$ cat src/rtl/rs_alloc_multi_pkg.sv
// Shared definitions for the reservation-station allocator:
// default sizes, counter types, pick direction and a popcount helper.
package rs_alloc_pkg;

    localparam int RS_WIDTH_DEF = 32;
    localparam int RS_PORTS_DEF = 4;
    // Widest entry vector the popcount helper accepts.
    localparam int RS_MAX_W     = 64;

    typedef logic [$clog2(RS_WIDTH_DEF+1)-1:0] cnt_t;
    typedef logic [$clog2(RS_MAX_W+1)-1:0]     pc_t;

    // Which end of the free vector a channel allocates from.
    typedef enum logic {
        PICK_LOW  = 1'b0,
        PICK_HIGH = 1'b1
    } pick_dir_e;

    function automatic pc_t popcount(input logic [RS_MAX_W-1:0] v);
        pc_t c;
        c = '0;
        for (int i = 0; i < RS_MAX_W; i++) begin
            c = c + pc_t'(v[i]);
        end
        return c;
    endfunction

endpackage

$ cat src/rtl/rs_alloc_multi_if.sv
// Rename <-> allocator bus: requests, releases and per-channel grants.
// master = rename/dispatch side, slave = allocator.
interface rs_alloc_multi_if #(
    parameter int WIDTH = 32,
    parameter int PORTS = 4
);
    localparam int CNT_W = $clog2(WIDTH+1);

    logic [PORTS-1:0]       alloc_req;
    logic                   stall;
    logic                   flush;
    logic [WIDTH-1:0]       free_mask;
    logic [PORTS*WIDTH-1:0] new_sel;
    logic [PORTS-1:0]       new_vld;
    logic                   do_stall;
    logic [CNT_W-1:0]       free_cnt;
    logic                   stall_early;

    modport master (
        output alloc_req, stall, flush, free_mask,
        input  new_sel, new_vld, do_stall, free_cnt, stall_early
    );

    modport slave (
        input  alloc_req, stall, flush, free_mask,
        output new_sel, new_vld, do_stall, free_cnt, stall_early
    );
endinterface

$ cat src/rtl/rs_alloc_multi_pick.sv
// Returns the K-th set bit (0-based) of a free vector, one-hot, counted
// from the low or high end. All zero when fewer than K+1 bits are set.
module rs_alloc_pick
    import rs_alloc_pkg::*;
#(
    parameter int        WIDTH = 32,
    parameter pick_dir_e DIR   = PICK_LOW,
    parameter int        K     = 0
) (
    input  logic [WIDTH-1:0] free,
    output logic [WIDTH-1:0] sel
);

    // Scan from the chosen end, marking the bit where the running count hits K.
    always_comb begin
        int seen;
        int idx;
        // NOTE: blocking '=' here because seen/idx are scratch values that must
        // update within one evaluation; registers elsewhere use '<='.
        sel  = '0;
        seen = 0;
        for (int i = 0; i < WIDTH; i++) begin
            idx = (DIR == PICK_HIGH) ? (WIDTH - 1 - i) : i;
            if (free[idx]) begin
                if (seen == K) sel[idx] = 1'b1;
                seen = seen + 1;
            end
        end
    end

endmodule

$ cat src/rtl/rs_alloc_multi.sv
// Reservation-station entry allocator: grants up to PORTS free entries per
// cycle, all-or-nothing, from alternating ends of the free bitmap.
// Optional feature macro: RS_ALLOC_WATERMARK_EN (registered early stall).
module rs_alloc_multi
    import rs_alloc_pkg::*;
#(
    parameter int WIDTH    = RS_WIDTH_DEF,
    parameter int PORTS    = RS_PORTS_DEF,
    parameter int HEADROOM = 2
) (
    input  logic               clk,
    input  logic               rst,
    rs_alloc_multi_if.slave    bus
);

    localparam int CNT_W = $clog2(WIDTH+1);

    if (PORTS < 1 || PORTS > 8 || WIDTH < 2*PORTS || WIDTH > RS_MAX_W || HEADROOM < 0)
    begin : g_bad_cfg
        $error("rs_alloc_multi: unsupported WIDTH/PORTS/HEADROOM");
    end

    logic [WIDTH-1:0]       busy;
    logic [WIDTH-1:0]       busy_next;
    logic [WIDTH-1:0]       free_vec;
    logic [WIDTH-1:0]       grant_vec;
    logic [PORTS*WIDTH-1:0] pick;
    logic [CNT_W-1:0]       free_cnt_q;
    logic [CNT_W-1:0]       free_cnt_next;
    pc_t                    need;
    logic                   collide;
    logic                   stall_int;
    logic                   commit;

    assign free_vec = ~busy;

    // Channel g: even channels count from the low end, odd from the high end,
    // each taking the (g/2)-th free entry from its side.
    for (genvar g = 0; g < PORTS; g++) begin : g_pick
        rs_alloc_pick #(
            .WIDTH (WIDTH),
            .DIR   ((g % 2) ? PICK_HIGH : PICK_LOW),
            .K     (g / 2)
        ) u_pick (
            .free (free_vec),
            .sel  (pick[g*WIDTH +: WIDTH])
        );
    end

    // A requested channel with no pick, or two requested channels sharing a
    // pick, means the group cannot be granted whole.
    always_comb begin
        collide = 1'b0;
        for (int i = 0; i < PORTS; i++) begin
            if (bus.alloc_req[i] && (pick[i*WIDTH +: WIDTH] == '0)) collide = 1'b1;
            for (int j = i + 1; j < PORTS; j++) begin
                if (bus.alloc_req[i] && bus.alloc_req[j] &&
                    |(pick[i*WIDTH +: WIDTH] & pick[j*WIDTH +: WIDTH])) collide = 1'b1;
            end
        end
    end

    assign need      = popcount(RS_MAX_W'(bus.alloc_req));
    assign stall_int = bus.flush | (need > pc_t'(free_cnt_q)) | collide;
    assign commit    = ~stall_int & ~bus.stall & ~rst;

    // Per-channel outputs and the set of entries committed this cycle.
    always_comb begin
        // NOTE: every output gets a default first so no path leaves it
        // unassigned, which would otherwise infer a latch.
        bus.new_sel = '0;
        bus.new_vld = '0;
        grant_vec   = '0;
        for (int i = 0; i < PORTS; i++) begin
            if (bus.alloc_req[i] && !stall_int && !rst)
                bus.new_sel[i*WIDTH +: WIDTH] = pick[i*WIDTH +: WIDTH];
            if (bus.alloc_req[i] && commit) begin
                bus.new_vld[i] = 1'b1;
                grant_vec      = grant_vec | pick[i*WIDTH +: WIDTH];
            end
        end
    end

    assign bus.do_stall = stall_int & ~rst;

    // Frees take effect next cycle only; flush wins over frees and grants.
    always_comb begin
        if (bus.flush) busy_next = '0;
        else           busy_next = (busy & ~bus.free_mask) | grant_vec;
    end

    assign free_cnt_next = CNT_W'(WIDTH) - CNT_W'(popcount(RS_MAX_W'(busy_next)));

    // Busy bitmap and its free count, kept in lockstep.
    always_ff @(posedge clk) begin
        if (rst) begin
            busy       <= '0;
            free_cnt_q <= CNT_W'(WIDTH);
        end else begin
            busy       <= busy_next;
            free_cnt_q <= free_cnt_next;
        end
    end

    assign bus.free_cnt = free_cnt_q;

    // Releasing an entry that is not busy points at a bookkeeping bug upstream.
    always @(posedge clk) begin
        if (!rst && !bus.flush) assert ((bus.free_mask & ~busy) == '0);
    end

`ifdef RS_ALLOC_WATERMARK_EN
    logic stall_early_q;

    // Almost-full flag computed from the next free count, one cycle ahead.
    always_ff @(posedge clk) begin
        if (rst) stall_early_q <= 1'b0;
        else     stall_early_q <= (int'(free_cnt_next) < PORTS + HEADROOM);
    end

    assign bus.stall_early = stall_early_q;
`else
    assign bus.stall_early = 1'b0;
`endif

endmodule
$ cat src/flat_wrapper.sv
// flat-port wrapper written by rule: the top's interface ports become plain ports
module rs_alloc_multi_flat import rs_alloc_pkg::*;
#(
    parameter int WIDTH    = RS_WIDTH_DEF,
    parameter int PORTS    = RS_PORTS_DEF,
    parameter int HEADROOM = 2
)
  (clk, rst, bus_alloc_req, bus_stall, bus_flush, bus_free_mask, bus_new_sel, bus_new_vld, bus_do_stall, bus_free_cnt, bus_stall_early);
  rs_alloc_multi_if #(.WIDTH(WIDTH), .PORTS(PORTS)) bus_i ();
  input  logic clk;
  input  logic rst;
  input wire logic [$bits(bus_i.alloc_req)-1:0] bus_alloc_req;
  input wire logic [$bits(bus_i.stall)-1:0] bus_stall;
  input wire logic [$bits(bus_i.flush)-1:0] bus_flush;
  input wire logic [$bits(bus_i.free_mask)-1:0] bus_free_mask;
  output wire logic [$bits(bus_i.new_sel)-1:0] bus_new_sel;
  output wire logic [$bits(bus_i.new_vld)-1:0] bus_new_vld;
  output wire logic [$bits(bus_i.do_stall)-1:0] bus_do_stall;
  output wire logic [$bits(bus_i.free_cnt)-1:0] bus_free_cnt;
  output wire logic [$bits(bus_i.stall_early)-1:0] bus_stall_early;
  assign bus_i.alloc_req = bus_alloc_req;
  assign bus_i.stall = bus_stall;
  assign bus_i.flush = bus_flush;
  assign bus_i.free_mask = bus_free_mask;
  assign bus_new_sel = bus_i.new_sel;
  assign bus_new_vld = bus_i.new_vld;
  assign bus_do_stall = bus_i.do_stall;
  assign bus_free_cnt = bus_i.free_cnt;
  assign bus_stall_early = bus_i.stall_early;
  rs_alloc_multi #(.WIDTH(WIDTH), .PORTS(PORTS), .HEADROOM(HEADROOM)) u_core (.clk(clk), .rst(rst), .bus(bus_i));
endmodule
$ cat config.mk
export PLATFORM = sky130hd
export DESIGN_NAME = rs_alloc_multi_flat
export DESIGN_NICKNAME = d
export VERILOG_FILES = /design/src/rtl/rs_alloc_multi_pkg.sv /design/src/rtl/rs_alloc_multi_if.sv /design/src/rtl/rs_alloc_multi_pick.sv /design/src/rtl/rs_alloc_multi.sv /design/src/flat_wrapper.sv
export SDC_FILE = /design/constraint.sdc
export NUM_CORES = 1
export LEC_CHECK = 0
export CAP_MARGIN = 5
export CORE_ASPECT_RATIO = 1.4
export CORE_MARGIN = 4
export CORE_UTILIZATION = 40
export CTS_BUF_LIST = sky130_fd_sc_hd__clkbuf_8 sky130_fd_sc_hd__clkbuf_16
export CTS_CLUSTER_SIZE = 12
export DETAILED_ROUTE_END_ITERATION = 7
export GPL_TIMING_DRIVEN = 0
export PLACE_DENSITY = 0.66
export SYNTH_ARGS = -nofsm -noshare
export SYNTH_HDL_FRONTEND = slang
export SYNTH_SLANG_ARGS = --single-unit
export TNS_END_PERCENT = 1
$ cat constraint.sdc
create_clock -name clk -period 27.1 [get_ports clk]
set_input_delay 4.065 -clock clk [delete_from_list [all_inputs] [get_ports clk]]
set_output_delay 4.065 -clock clk [all_outputs]
set_load 0.005 [all_outputs]
# ---- Word-level counts from Yosys, hierarchy flattened
# Cells that the tools add are included.
# W data, S select, Z words.
dict set report word_totals {
  inputBits 40
  register_bits 38
  word_cells 618
}
dict set report op_classes {
  mux 335
  reduce_logical 102
  n_eq_ne 62
  n_bitwise 21
  add_sub_neg 95
  order_cmp 1
}
# cell count
set ops {}
lappend ops {{$mux W32} 68}
lappend ops {{$logic_not A32 Y1} 66}
lappend ops {{$add A32 B2 Y32 const B} 60}
lappend ops {{$eq A32 B2 Y1 const B} 60}
lappend ops {{$mux W1} 266}
lappend ops {{$reduce_or A32 Y1} 6}
lappend ops {{$add A6 B1 Y6} 30}
lappend ops {{$and A32 B32 Y32} 4}
lappend ops {{$and A32 B31 Y32} 3}
lappend ops {{$or A32 B32 Y32} 3}
lappend ops {{$not A32 Y32} 2}
lappend ops {{$or A32 B31 Y32} 1}
lappend ops {{$mux W31} 1}
lappend ops {{$logic_and A1 B1 Y1} 28}
lappend ops {{$add A7 B1 Y7} 2}
lappend ops {{$gt A7 B6 Y1} 1}
lappend ops {{$sub A6 B6 Y6 const A} 1}
lappend ops {{$add A1 B1 Y2} 2}
lappend ops {{$and A1 B1 Y1} 3}
lappend ops {{$not A1 Y1} 3}
lappend ops {{$eq A1 B1 Y1 const B} 2}
lappend ops {{$logic_not A1 Y1} 2}
lappend ops {{$or A1 B1 Y1} 2}

# ---- Depth between registers and ports, before layout
dict set report depth {
  ltp_word 123
  depth_mapped 142
  depth_no_buf 139
}

# ---- Hierarchy
# Synthesis repeated with hierarchy kept, for this count alone.
dict set report unflattened {
  cells_unflattened 4696
  area_unflattened_um2 34324.2
}
# module area_per_inst_um2 cells_per_inst n_inst
set by_module_without_submodules {}
lappend by_module_without_submodules {rs_alloc_multi 7231.9 895 1}
lappend by_module_without_submodules {{rs_alloc_pick at u_core.g_pick[3].u_pick} 7056.8 993 1}
lappend by_module_without_submodules {{rs_alloc_pick at u_core.g_pick[1].u_pick} 6723.9 946 1}
lappend by_module_without_submodules {{rs_alloc_pick at u_core.g_pick[2].u_pick} 6695.2 925 1}
lappend by_module_without_submodules {{rs_alloc_pick at u_core.g_pick[0].u_pick} 6616.3 937 1}

# ---- Worst setup path after synthesis
# Ideal clock, no wire load.
dict set report synth_path {
  path_type {register -> register}
  from {register u_core.busy[1]}
  to {register u_core.free_cnt_q[4] (netlist: u_core.bus.free_cnt[4])}
  period_less_slack_ns 26.554
  stages_incl_launch_ff 137
  n_path_buf 2
  setup_time_ns 0.128
  arrival_time_ns 26.426
  setup_slack_ns 0.546
  cell_sequence {dfxtp_1 inv_1 ha_1 buf_2 nand2_1 nand2_1 inv_1 ha_1 nor2_1 a21oi_1 inv_1 ha_1 o21ai_0 nor2_1 ha_1 nor2b_1 a21oi_1 inv_1 [101 not listed] and3_1 buf_4 a32oi_1 or2_1 fa_1 ha_1 fa_1 inv_1 fa_1 inv_1 fa_1 fa_1 fa_1 fa_1 ha_1 fa_1 xnor2_1 nor2_1}
}
dict set report synth_between {
  elab_chain_len 121
}
# element line
set synth_rtl {}
lappend synth_rtl {{from (decl)} rs_alloc_multi.sv:23} ;# logic [WIDTH-1:0] busy;
lappend synth_rtl {{from (signal assigned)} rs_alloc_multi.sv:100} ;# busy <= busy_next;
lappend synth_rtl {{$not A32 Y32} rs_alloc_multi.sv:35} ;# assign free_vec = ~busy;
lappend synth_rtl {{$mux W32} rs_alloc_multi_pick.sv:24} ;# if (free[idx]) begin
lappend synth_rtl {{$add A32 B2 Y32} rs_alloc_multi_pick.sv:26} ;# seen = seen + 1;
lappend synth_rtl {{$mux W32} rs_alloc_multi_pick.sv:24}
lappend synth_rtl {{$add A32 B2 Y32} rs_alloc_multi_pick.sv:26}
lappend synth_rtl {{$mux W32} rs_alloc_multi_pick.sv:24}
lappend synth_rtl {{$add A32 B2 Y32} rs_alloc_multi_pick.sv:26}
lappend synth_rtl {{$mux W32} rs_alloc_multi_pick.sv:24}
lappend synth_rtl {{[77 not listed]} --}
lappend synth_rtl {{$or A32 B31 Y32} rs_alloc_multi.sv:79} ;# grant_vec = grant_vec | pick[i*WIDTH +: WIDTH];
lappend synth_rtl {{$mux W32} rs_alloc_multi.sv:77} ;# if (bus.alloc_req[i] && commit) begin
lappend synth_rtl {{$or A32 B32 Y32 (*)} rs_alloc_multi.sv:89} ;# else busy_next = (busy & ~bus.free_mask) | grant_vec;
lappend synth_rtl {{$mux W32 (*)} rs_alloc_multi.sv:88} ;# if (bus.flush) busy_next = '0;
lappend synth_rtl {{$add A1 B1 Y2} rs_alloc_multi_pkg.sv:23} ;# c = c + pc_t'(v[i]);
lappend synth_rtl {{$add A6 B1 Y6 (29 in series)} rs_alloc_multi_pkg.sv:23}
lappend synth_rtl {{$add A6 B1 Y6 (*)} rs_alloc_multi_pkg.sv:23}
lappend synth_rtl {{$sub A6 B6 Y6 (*)} rs_alloc_multi.sv:92} ;# assign free_cnt_next = CNT_W'(WIDTH) - CNT_W'(popcount(RS_MAX_W'(busy_next)));
lappend synth_rtl {{to (signal assigned)} rs_alloc_multi.sv:98} ;# free_cnt_q <= CNT_W'(WIDTH);
lappend synth_rtl {{to (signal assigned)} rs_alloc_multi.sv:101} ;# free_cnt_q <= free_cnt_next;
lappend synth_rtl {{to (decl)} rs_alloc_multi.sv:28} ;# logic [CNT_W-1:0] free_cnt_q;
# Every way passes the cells marked *; elsewhere a longest branch is shown, timed or not.
# A chain may end at the register's enable or synchronous reset.

# ---- Worst setup path in the final report
dict set report layout_path {
  from {register u_core.busy[30]}
  to {output bus_new_sel[80]}
}
dict set report layout_between {
  elab_chain_len 80
}
# element line
set layout_rtl {}
lappend layout_rtl {{$not A32 Y32 (*)} rs_alloc_multi.sv:35}
lappend layout_rtl {{$mux W32} rs_alloc_multi_pick.sv:24}
lappend layout_rtl {{$add A32 B2 Y32} rs_alloc_multi_pick.sv:26}
lappend layout_rtl {{$mux W32} rs_alloc_multi_pick.sv:24}
lappend layout_rtl {{$add A32 B2 Y32} rs_alloc_multi_pick.sv:26}
lappend layout_rtl {{$mux W32} rs_alloc_multi_pick.sv:24}
lappend layout_rtl {{$add A32 B2 Y32} rs_alloc_multi_pick.sv:26}
lappend layout_rtl {{$mux W32} rs_alloc_multi_pick.sv:24}
lappend layout_rtl {{[62 not listed]} --}
lappend layout_rtl {{$mux W1 (2 in series)} rs_alloc_multi.sv:57} ;# if (bus.alloc_req[i] && bus.alloc_req[j] &&
lappend layout_rtl {{$mux W1} rs_alloc_multi.sv:55} ;# if (bus.alloc_req[i] && (pick[i*WIDTH +: WIDTH] == '0)) collide = 1'b1;
lappend layout_rtl {{$mux W1} rs_alloc_multi.sv:57}
lappend layout_rtl {{$mux W1 (*)} rs_alloc_multi.sv:55}
lappend layout_rtl {{$or A1 B1 Y1 (*)} rs_alloc_multi.sv:64} ;# assign stall_int = bus.flush | (need > pc_t'(free_cnt_q)) | collide;
lappend layout_rtl {{$logic_not A1 Y1 (*)} rs_alloc_multi.sv:75} ;# if (bus.alloc_req[i] && !stall_int && !rst)
lappend layout_rtl {{$logic_and A1 B1 Y1 (*) (2 in series)} rs_alloc_multi.sv:75}
lappend layout_rtl {{$mux W32 (*)} rs_alloc_multi.sv:75}
lappend layout_rtl {{to (decl)} flat_wrapper.sv:16} ;# output wire logic [$bits(bus_i.new_sel)-1:0] bus_new_sel;
# Marks and branches as above.

==> results.sh <==
export IMPL_wirelength_um=111000
export IMPL_final_cells=4353
export IMPL_setup_viol=0
export IMPL_path_class="reg2out"
export IMPL_netlist_area_um2=23500
export IMPL_cp_common_cell="ha_1"
export IMPL_firstDrtPassIters=8
export IMPL_vias_per_cell=6.36
export IMPL_ys_seq_area_frac=0.0324
export IMPL_violations="DRC"
export IMPL_critPathLaunchType="flop"
export IMPL_grt_max_degree=13
export IMPL_path_delay_family="adder cells"
export IMPL_clk_latency_ns=0.31
export IMPL_synth_seq_cells=38
export IMPL_ios=180
export IMPL_syn_avg_cell_area_um2=7.07
export IMPL_worst_clock_skew_ns=0.00793
export IMPL_tritoncts="yes"
export IMPL_end_kind="output port"
export IMPL_path_clk_slew_ns=0.07
export IMPL_place_inst=4236
export IMPL_critPathRequiredTime_ns=23.03
export IMPL_holdBufCountCts=0
export IMPL_port_buffers=174
export IMPL_cts_num_sinks=38
export IMPL_worst_path_max_fanout=9
export IMPL_ant_nets=0
export IMPL_period_share=0.971
export IMPL_layout_min_cycle_time_ns=26.32
export IMPL_final_layout_size_suffix_gt1_frac=0.152
export IMPL_final_fill_count=5872
export IMPL_hold_class="reg2reg"
export IMPL_antenna_found_initial=2
export IMPL_die_h_um=295
export IMPL_die_width_um=213
export IMPL_synth_warnings=0
export IMPL_routabilityCongestion=1.03
export IMPL_synth_cell_types=142
export IMPL_top_usage_layer="met2"
export IMPL_cts_buffers=5
export IMPL_grt_pass1_vias=26600
export IMPL_crit_slowest_cell="clkdlybuf4s50_1"
export IMPL_syn_to_final_growth_pct=23.0
export IMPL_drc=2
export IMPL_maxCapViolations=0
export IMPL_status="complete, but fails checks"
export IMPL_rows=104
export IMPL_synth_edf_count=0
export IMPL_hold_viol=0
export IMPL_drt_iter0_drc=2757
export IMPL_slew_violations=0
export IMPL_clockBufferDepth=2
export IMPL_synth_cells=3318
export IMPL_core_area_um2=57800
export IMPL_htreeDepth=2
export IMPL_grt_use_met3=0.0491
export IMPL_synthArstFlopShare=0
export IMPL_globalRouteMet2Util=0.581
export IMPL_grt_pass1_wl_um=162000
export IMPL_grtUsageTotal=0.335
export IMPL_root_buffer="clkbuf_16"
export IMPL_dieArea_um2=62700
export IMPL_cp_arrival_ns=22.26
export IMPL_worst_pin_slew_ns=1.27
export IMPL_cp_buffers_inverters=12
export IMPL_grt_ovfl_total=0
export IMPL_maxSlewHeadroom=0.145
export IMPL_vias=27700
export IMPL_met1_usage=0.375
export IMPL_final_net_count=3886
export IMPL_fin_setup_tns_ns=0
export IMPL_max_freq_mhz=38.0
export IMPL_detail_route_wl_per_cell_um=25.4
export IMPL_ys_flop_type="dfxtp_1"
export IMPL_max_stage_delay_ns=0.52
export IMPL_dp_hpwl_um=89100
export IMPL_hold_slack_ns=0.772
export IMPL_start_util=0.406
sequential cells by signal, indices dropped and copies added, names as in the netlist:
signal,cells
u_core.bus.free_cnt,6
u_core.busy,32
tightest hold or removal path, cell delays in order, from the launching register on:
cell and delay [ns]:
dfxtp_4 0.37, clkinvlp_4 0.13, o22a_1 0.17, a21oi_1 0.07
final cells by class:
type,instances,area (um2),area share
sequential,38,774,0.0268
antenna,2,5.00,0.000173
clock inverter,3,40.0,0.00139
clock buffer,5,125,0.00433
timing repair buffer,281,2870,0.0995
inverter,279,1060,0.0366
tap,742,928,0.0322
multi-input combinational,2870,22300,0.773
buffer,133,757,0.0262
metrics by stage:
step                area [um2]   util  setup WS, ns
global route             28900  0.500        -0.221
finish                   28900  0.500         0.778
detailed placement       26100  0.453         -4.29
global placement         26100  0.453         -4.12
floorplan                23500      -         0.546
CTS                      27600  0.477        0.0146
kinds of logic (layout without fill, tap and decap cells):
family,Yosys count,after routing,share of synthesized area
compound gates,762,762,0.238
other cells,1,5,0.000160
simple gates,1478,1478,0.329
fa+ha+maj,238,238,0.135
buf+inv,412,701,0.0708
flops,38,38,0.0324
mux,57,57,0.0272
xor+xnor,332,332,0.167
layer usage:
layer  part of all wire  up-vias
met3              0.080      501
li1                   -    12600
met4              0.092        2
met5            0.00012        -
met2               0.47     1551
met1               0.36    13000
cells in the final DEF, fill, tap and decap left out, drive strengths merged, types with 18 or more instances in the layout:
cell           instances
and2                  77
mux2i                 38
mux2                  18
nand4                 62
o21a                  22
nor4                  43
or2                   33
o21ai                131
a31oi                 40
and3                  57
xnor3                 40
a211oi                35
inv                  274
a21o                  23
nand2b                41
clkbuf                75
nor2                 361
buf                  170
o22ai                 50
dfxtp                 38
nor3                 146
xor2                  73
a221oi                27
a21oi                123
nand2                307
ha                   212
clkdlybuf4s50         88
nor2b                 98
a22oi                 22
xnor2                214
dlymetal6s2s          76
a32oi                 22
nand3                111
fa                    26
or3                   42
o211ai                35
o221ai                25
what timing repair did:
| item | in CTS | in global routing |
|---|---|---|
| pin swaps | 19 | 44 |
| gates cloned | 4 | 0 |
| gates resized for setup | 213 | 214 |
| setup endpoints to repair | 137 | 136 |
| buffers inserted | 44 | 59 |
cell usage after synthesis, drive strengths merged, types with 23 or more instances:
master / n / area (um2)
a211oi: 35 / 278
a21o: 23 / 174
a21oi: 123 / 619
a221oi: 27 / 236
a31oi: 40 / 256
and2: 77 / 483
and3: 57 / 362
buf: 62 / 344
clkbuf: 71 / 267
dfxtp: 38 / 761
fa: 26 / 521
ha: 212 / 2650
inv: 275 / 1030
mux2i: 38 / 409
nand2: 307 / 1160
nand2b: 41 / 257
nand3: 111 / 571
nand4: 62 / 424
nor2: 361 / 1380
nor2b: 98 / 613
nor3: 146 / 807
nor4: 43 / 312
o211ai: 35 / 273
o21ai: 131 / 659
o221ai: 25 / 231
o22ai: 50 / 319
or2: 33 / 206
or3: 42 / 263
xnor2: 214 / 2160
xnor3: 40 / 908
xor2: 73 / 737
final timing paths:
path	slack, ns	startpoint	endpoint	cells after the start
min reg2reg	0.77	u_core.busy[30]	u_core.busy[30]	3
max reg2reg	0.89	u_core.busy[30]	u_core.bus.free_cnt[4]	122
max	0.78	u_core.busy[30]	bus_new_sel[80]	110
min	0.77	u_core.busy[30]	u_core.busy[30]	3
Power is left out: the tool's default activity adds up to more than one toggle a clock period on the data nets, which glitch-free logic cannot reach.
